[src/rtl/key_onehot_capture.sv]
// Key front end: 2-flop sync, debounce, new-press detect, one-hot VALID/ACK handoff.
// Define MULTI_KEY_ERR_EN to reject multi-key presses with an ERR pulse instead of lowest-index-wins.
module key_onehot_capture #(
    parameter int DB_CYCLES = 50000,
    parameter int CNT_W     = 16
) (
    input  logic       clk,
    input  logic       rst_n,
    input  logic [7:0] key,
    input  logic       ack,
    output logic [7:0] onehot,
    output logic       valid,
    output logic       ovr,
    output logic       err
);

    localparam logic [CNT_W-1:0] CNT_MAX = CNT_W'(DB_CYCLES - 1);

    typedef enum logic {IDLE, HOLD} state_t;

    state_t           state;
    logic [7:0]       s1;
    logic [7:0]       s2;
    logic [7:0]       cand;
    logic [7:0]       stable;
    logic [CNT_W-1:0] cnt;
    logic             accept;
    logic [7:0]       rise;
    logic [7:0]       first_bit;
    logic             new_event;

    assign accept    = (s2 == cand) && (cnt == CNT_MAX) && (cand != stable);
    assign rise      = accept ? (cand & ~stable) : 8'h00;
    // Two's-complement trick isolates the lowest set bit.
    assign first_bit = rise & (~rise + 8'd1);

`ifdef MULTI_KEY_ERR_EN
    logic multi;
    assign multi     = (rise & (rise - 8'd1)) != 8'h00;
    assign new_event = (rise != 8'h00) && !multi;
`else
    assign new_event = (rise != 8'h00);
    assign err       = 1'b0;
`endif

    always_ff @(posedge clk or negedge rst_n) begin
        if (!rst_n) begin
            s1     <= 8'h00;
            s2     <= 8'h00;
            cand   <= 8'h00;
            stable <= 8'h00;
            cnt    <= '0;
        end else begin
            s1 <= key;
            s2 <= s1;
            if (s2 != cand) begin
                cand <= s2;
                cnt  <= '0;
            end else if (cnt < CNT_MAX) begin
                cnt <= cnt + 1'b1;
            end
            // Releases also land here; they simply produce no rise bits.
            if (accept) begin
                stable <= cand;
            end
        end
    end

    always_ff @(posedge clk or negedge rst_n) begin
        if (!rst_n) begin
            state  <= IDLE;
            onehot <= 8'h00;
            valid  <= 1'b0;
            ovr    <= 1'b0;
`ifdef MULTI_KEY_ERR_EN
            err    <= 1'b0;
`endif
        end else begin
            ovr <= 1'b0;
`ifdef MULTI_KEY_ERR_EN
            err <= multi;
`endif
            case (state)
                IDLE: begin
                    if (new_event) begin
                        onehot <= first_bit;
                        valid  <= 1'b1;
                        state  <= HOLD;
                    end
                end
                HOLD: begin
                    if (new_event && ack) begin
                        onehot <= first_bit;
                    end else if (new_event) begin
                        ovr <= 1'b1;
                    end else if (ack) begin
                        onehot <= 8'h00;
                        valid  <= 1'b0;
                        state  <= IDLE;
                    end
                end
                default: state <= IDLE;
            endcase
        end
    end

endmodule

[config.mk]
export PLATFORM = sky130hd
export DESIGN_NAME = key_onehot_capture
export DESIGN_NICKNAME = d
export VERILOG_FILES = /design/src/rtl/key_onehot_capture.sv
export SDC_FILE = /design/constraint.sdc
export NUM_CORES = 1
export LEC_CHECK = 0
export BUFFER_PORTS_ARGS = -buffer_cell sky130_fd_sc_hd__buf_2
export CAP_MARGIN = 30
export CORE_MARGIN = 2
export CORE_UTILIZATION = 63
export DETAILED_ROUTE_END_ITERATION = 10
export GPL_ROUTABILITY_DRIVEN = 0
export PLACE_DENSITY = 0.86
export SLEW_MARGIN = 15
export SYNTH_ARGS = -nofsm -noshare
export SYNTH_HDL_FRONTEND = slang
export SYNTH_SLANG_ARGS = --single-unit
export TNS_END_PERCENT = 1
[constraint.sdc]
create_clock -name clk -period 6.6 [get_ports clk]
set_input_delay 0.66 -clock clk [delete_from_list [all_inputs] [get_ports clk]]
set_output_delay 0.66 -clock clk [all_outputs]
set_load 0.1 [all_outputs]
==> flow_metrics.tcl <==
set metrics [dict create \
    p_comb_share_pct 4.1 \
    synth_cell_types 39 \
    via_per_inst 5.707 \
    critPathCaptureType "flip-flop" \
    h-tree-depth 3 \
    cp.arrival_ps 2670 \
    worstSetupPathType "reg2reg" \
    swShare_pct 24.75 \
    leakage_nw 1.215 \
    overflow 0 \
    nFillCells 250 \
    postSynthAreaPerCell_um2 11.12 \
    fmax_ghz 0.4169 \
    first_pass_iters 4 \
    finalSetupViolCount 0 \
    vias 1735 \
    final_hold_viol_count 0 \
    critPathLaunchType "flip-flop" \
    nets 269 \
    cts_max_path_buffers 2 \
    synth-seq-cells 59 \
    clkTransAtPathRegs_ps 80 \
    yosys-top-cells-area "dfrtp_1 (58%), xnor2_1 (7.2%), ha_1 (4.4%)" \
    synthTopCellsByCount "dfrtp_1 (59), nand2_1 (21), nor2_1 (21), xnor2_1 (21), clkbuf_1 (12)" \
    totalWireLength_um 4757 \
    layoutNonFillerInstCount 304 \
    switchingPower_mw 0.1828 \
    area_growth_pct 12.87 \
    grt_usage_pct 24.39 \
    cts_root_buf "clkbuf_8" \
    crit_required_ps 6870 \
    yosysTopAreaCell "dfrtp_1" \
    status "completed" \
    hold_ws_ps 350.2 \
    pin_count 22 \
    clkPwrFrac_pct 45.1 \
    synth_enable_flop_cells 0 \
    syn_area_um2 2557 \
    tightest_slew_ps 708.3 \
    ys_warn_count 0 \
    power_frac_seq_pct 50.8 \
    worstHoldPathType "reg2reg" \
    io_buffers 20 \
    die_width_um 67.72 \
    synth_nets 250 \
    place_inst 288 \
    antenna_found_initial 0 \
    synth_cells 230 \
    synth_top_cell_area_share_pct 57.73 \
    cts_resized 0 \
    async_flop_share_pct 100.0 \
    internal_power_mw 0.5557 \
    relSlewSlack_pct 52.78 \
    tns_ps 0 \
    drive_above_1_share_pct 18.11 \
    placementRows 23 \
    start_util_pct 64.87 \
    power_density_nw_per_um2 255.8 \
    clkLatencyLatePin_ps 350 \
    ant_nets 0 \
    fin_skew_ps 11.84 \
    postCtsSetupBuffers 0 \
    drt_iter0_drc 149 \
    cts_tree "yes" \
    period_minus_slack_ps 2399 \
    core_area_um2 3943 \
    dieArea_um2 4585 \
    post_drt_wl_per_cell_um 15.65 \
    die_y_um 67.72 \
    fin_total_pwr_mw 0.7384 \
    final_min_period_over_clock_period_pct 36.34 \
    critPathMaxFanout 6 \
    cts_hold_buffers 0 \
    peakVddDrop_v 0.0001723 \
    fin_area_um2 2887 \
    dp_hpwl_um 3075 \
    synth_flop_cell "dfrtp_1" \
    yosysMostFrequentCell "dfrtp_1" \
    grt_pass1_wl_um 7928 \
    grt_pass1_vias 1674 \
    drc 0 \
    clkSinkCount 59 \
    slew_viol_final 0 \
    diodes 0 \
    ys_seq_area_share_pct 57.73 \
    grt_max_degree 60 \
    cts_buffers 9 \
    placed_area_um2 2684 \
    rsz0062_at_grt "false" \
    timing.max_cap.violations 0 \
]
==> cell type report <==
class | count | area, µm² | share of cell area (%)
timing repair buffer | 22 | 115.1 | 3.988
tap | 50 | 62.56 | 2.167
sequential | 59 | 1476 | 51.15
inverter | 10 | 37.54 | 1.300
clock buffer | 9 | 123.9 | 4.291
multi-input combinational | 147 | 992.2 | 34.37
clock inverter | 7 | 78.83 | 2.731
==> worst max-delay path: stages (launching register included) <==
cell       delay (ps)
dfrtp_1           410
ha_1              240
or4_4             550
or3_1             340
or3_4             380
a31oi_4           240
o2bb2ai_1         150
==> power by group through the flow <==
stage                     logic (mW)  clock network, mW  registers, mW
after global routing          0.0335              0.351          0.376
after detailed placement      0.0303                  0          0.382
after CTS                     0.0306              0.334          0.375
final                         0.0302              0.333          0.375
after global placement        0.0292                  0          0.381
after floorplan               0.0149                  0          0.384
==> stage by stage <==
step	util, %	setup WS (ps)
after floorplan	-	4339
after global placement	68.07	4302
after detailed placement	68.07	4225
after CTS	73.21	4213
after global routing	73.21	4086
final	73.21	4201
==> routing by layer <==
layer,track usage (%),up-vias,share of wire (%)
met1,33.04,817,45
met2,34.56,74,46
met5,0,-,0
li1,-,830,-
met3,6.333,14,5.9
met4,16.07,0,2.7
==> registers in the layout (all words and copies together), names as in the netlist <==
register  cells
cnt          16
onehot        8
ovr           1
valid         1
cand          8
state         1
s1            8
s2            8
stable        8
==> final timing paths <==
| kind | startpoint | to | slack, ps | cells after the start |
|---|---|---|---|---|
| worst max-delay path | cand[3] | onehot[1] | 4200 | 6 |
| worst min-delay path | s1[7] | s2[7] | 350 | 0 |
| worst max register to register | cand[3] | onehot[1] | 4200 | 6 |
| worst min register to register | s1[7] | s2[7] | 350 | 0 |
| max in group asynchronous | rst_n | valid | 5690 | 2 |
| min in group asynchronous | rst_n | cnt[10] | 450 | 2 |
==> cell usage in the layout, fill, tap and decap left out, types with 2 or more instances in the layout <==
master | Yosys | layout
clkinv_4 | 0 | 5
buf_4 | 1 | 2
nor2_1 | 21 | 21
o2111ai_1 | 2 | 2
nand3b_1 | 2 | 2
o2bb2ai_1 | 4 | 4
ha_1 | 9 | 9
nor3_1 | 7 | 7
nand2_1 | 21 | 21
o21ai_0 | 10 | 10
a22o_1 | 3 | 3
buf_2 | 1 | 20
xnor2_1 | 21 | 21
nor3b_1 | 5 | 5
nand2b_1 | 2 | 2
a21oi_1 | 4 | 4
nor4b_1 | 2 | 2
and4_1 | 3 | 3
dfrtp_1 | 59 | 59
clkbuf_8 | 0 | 9
inv_1 | 10 | 10
nand4_1 | 6 | 6
nor4_2 | 2 | 3
nand3_1 | 5 | 5
or3_1 | 2 | 2
==> cells by family (layout without fill, tap and decap cells) <==
logic type | after synthesis | count (layout) | synth area share (%)
and+or+nand+nor | 87 | 87 | 18.44
AOI/OAI and AO/OA | 29 | 29 | 8.367
xor gates and xnor gates | 21 | 21 | 7.192
DFF | 59 | 59 | 57.73
adders and majority gates | 9 | 9 | 4.403
buffers and inverters | 24 | 48 | 3.718
other | 1 | 1 | 0.1466
(Power assumes the default switching activity.)
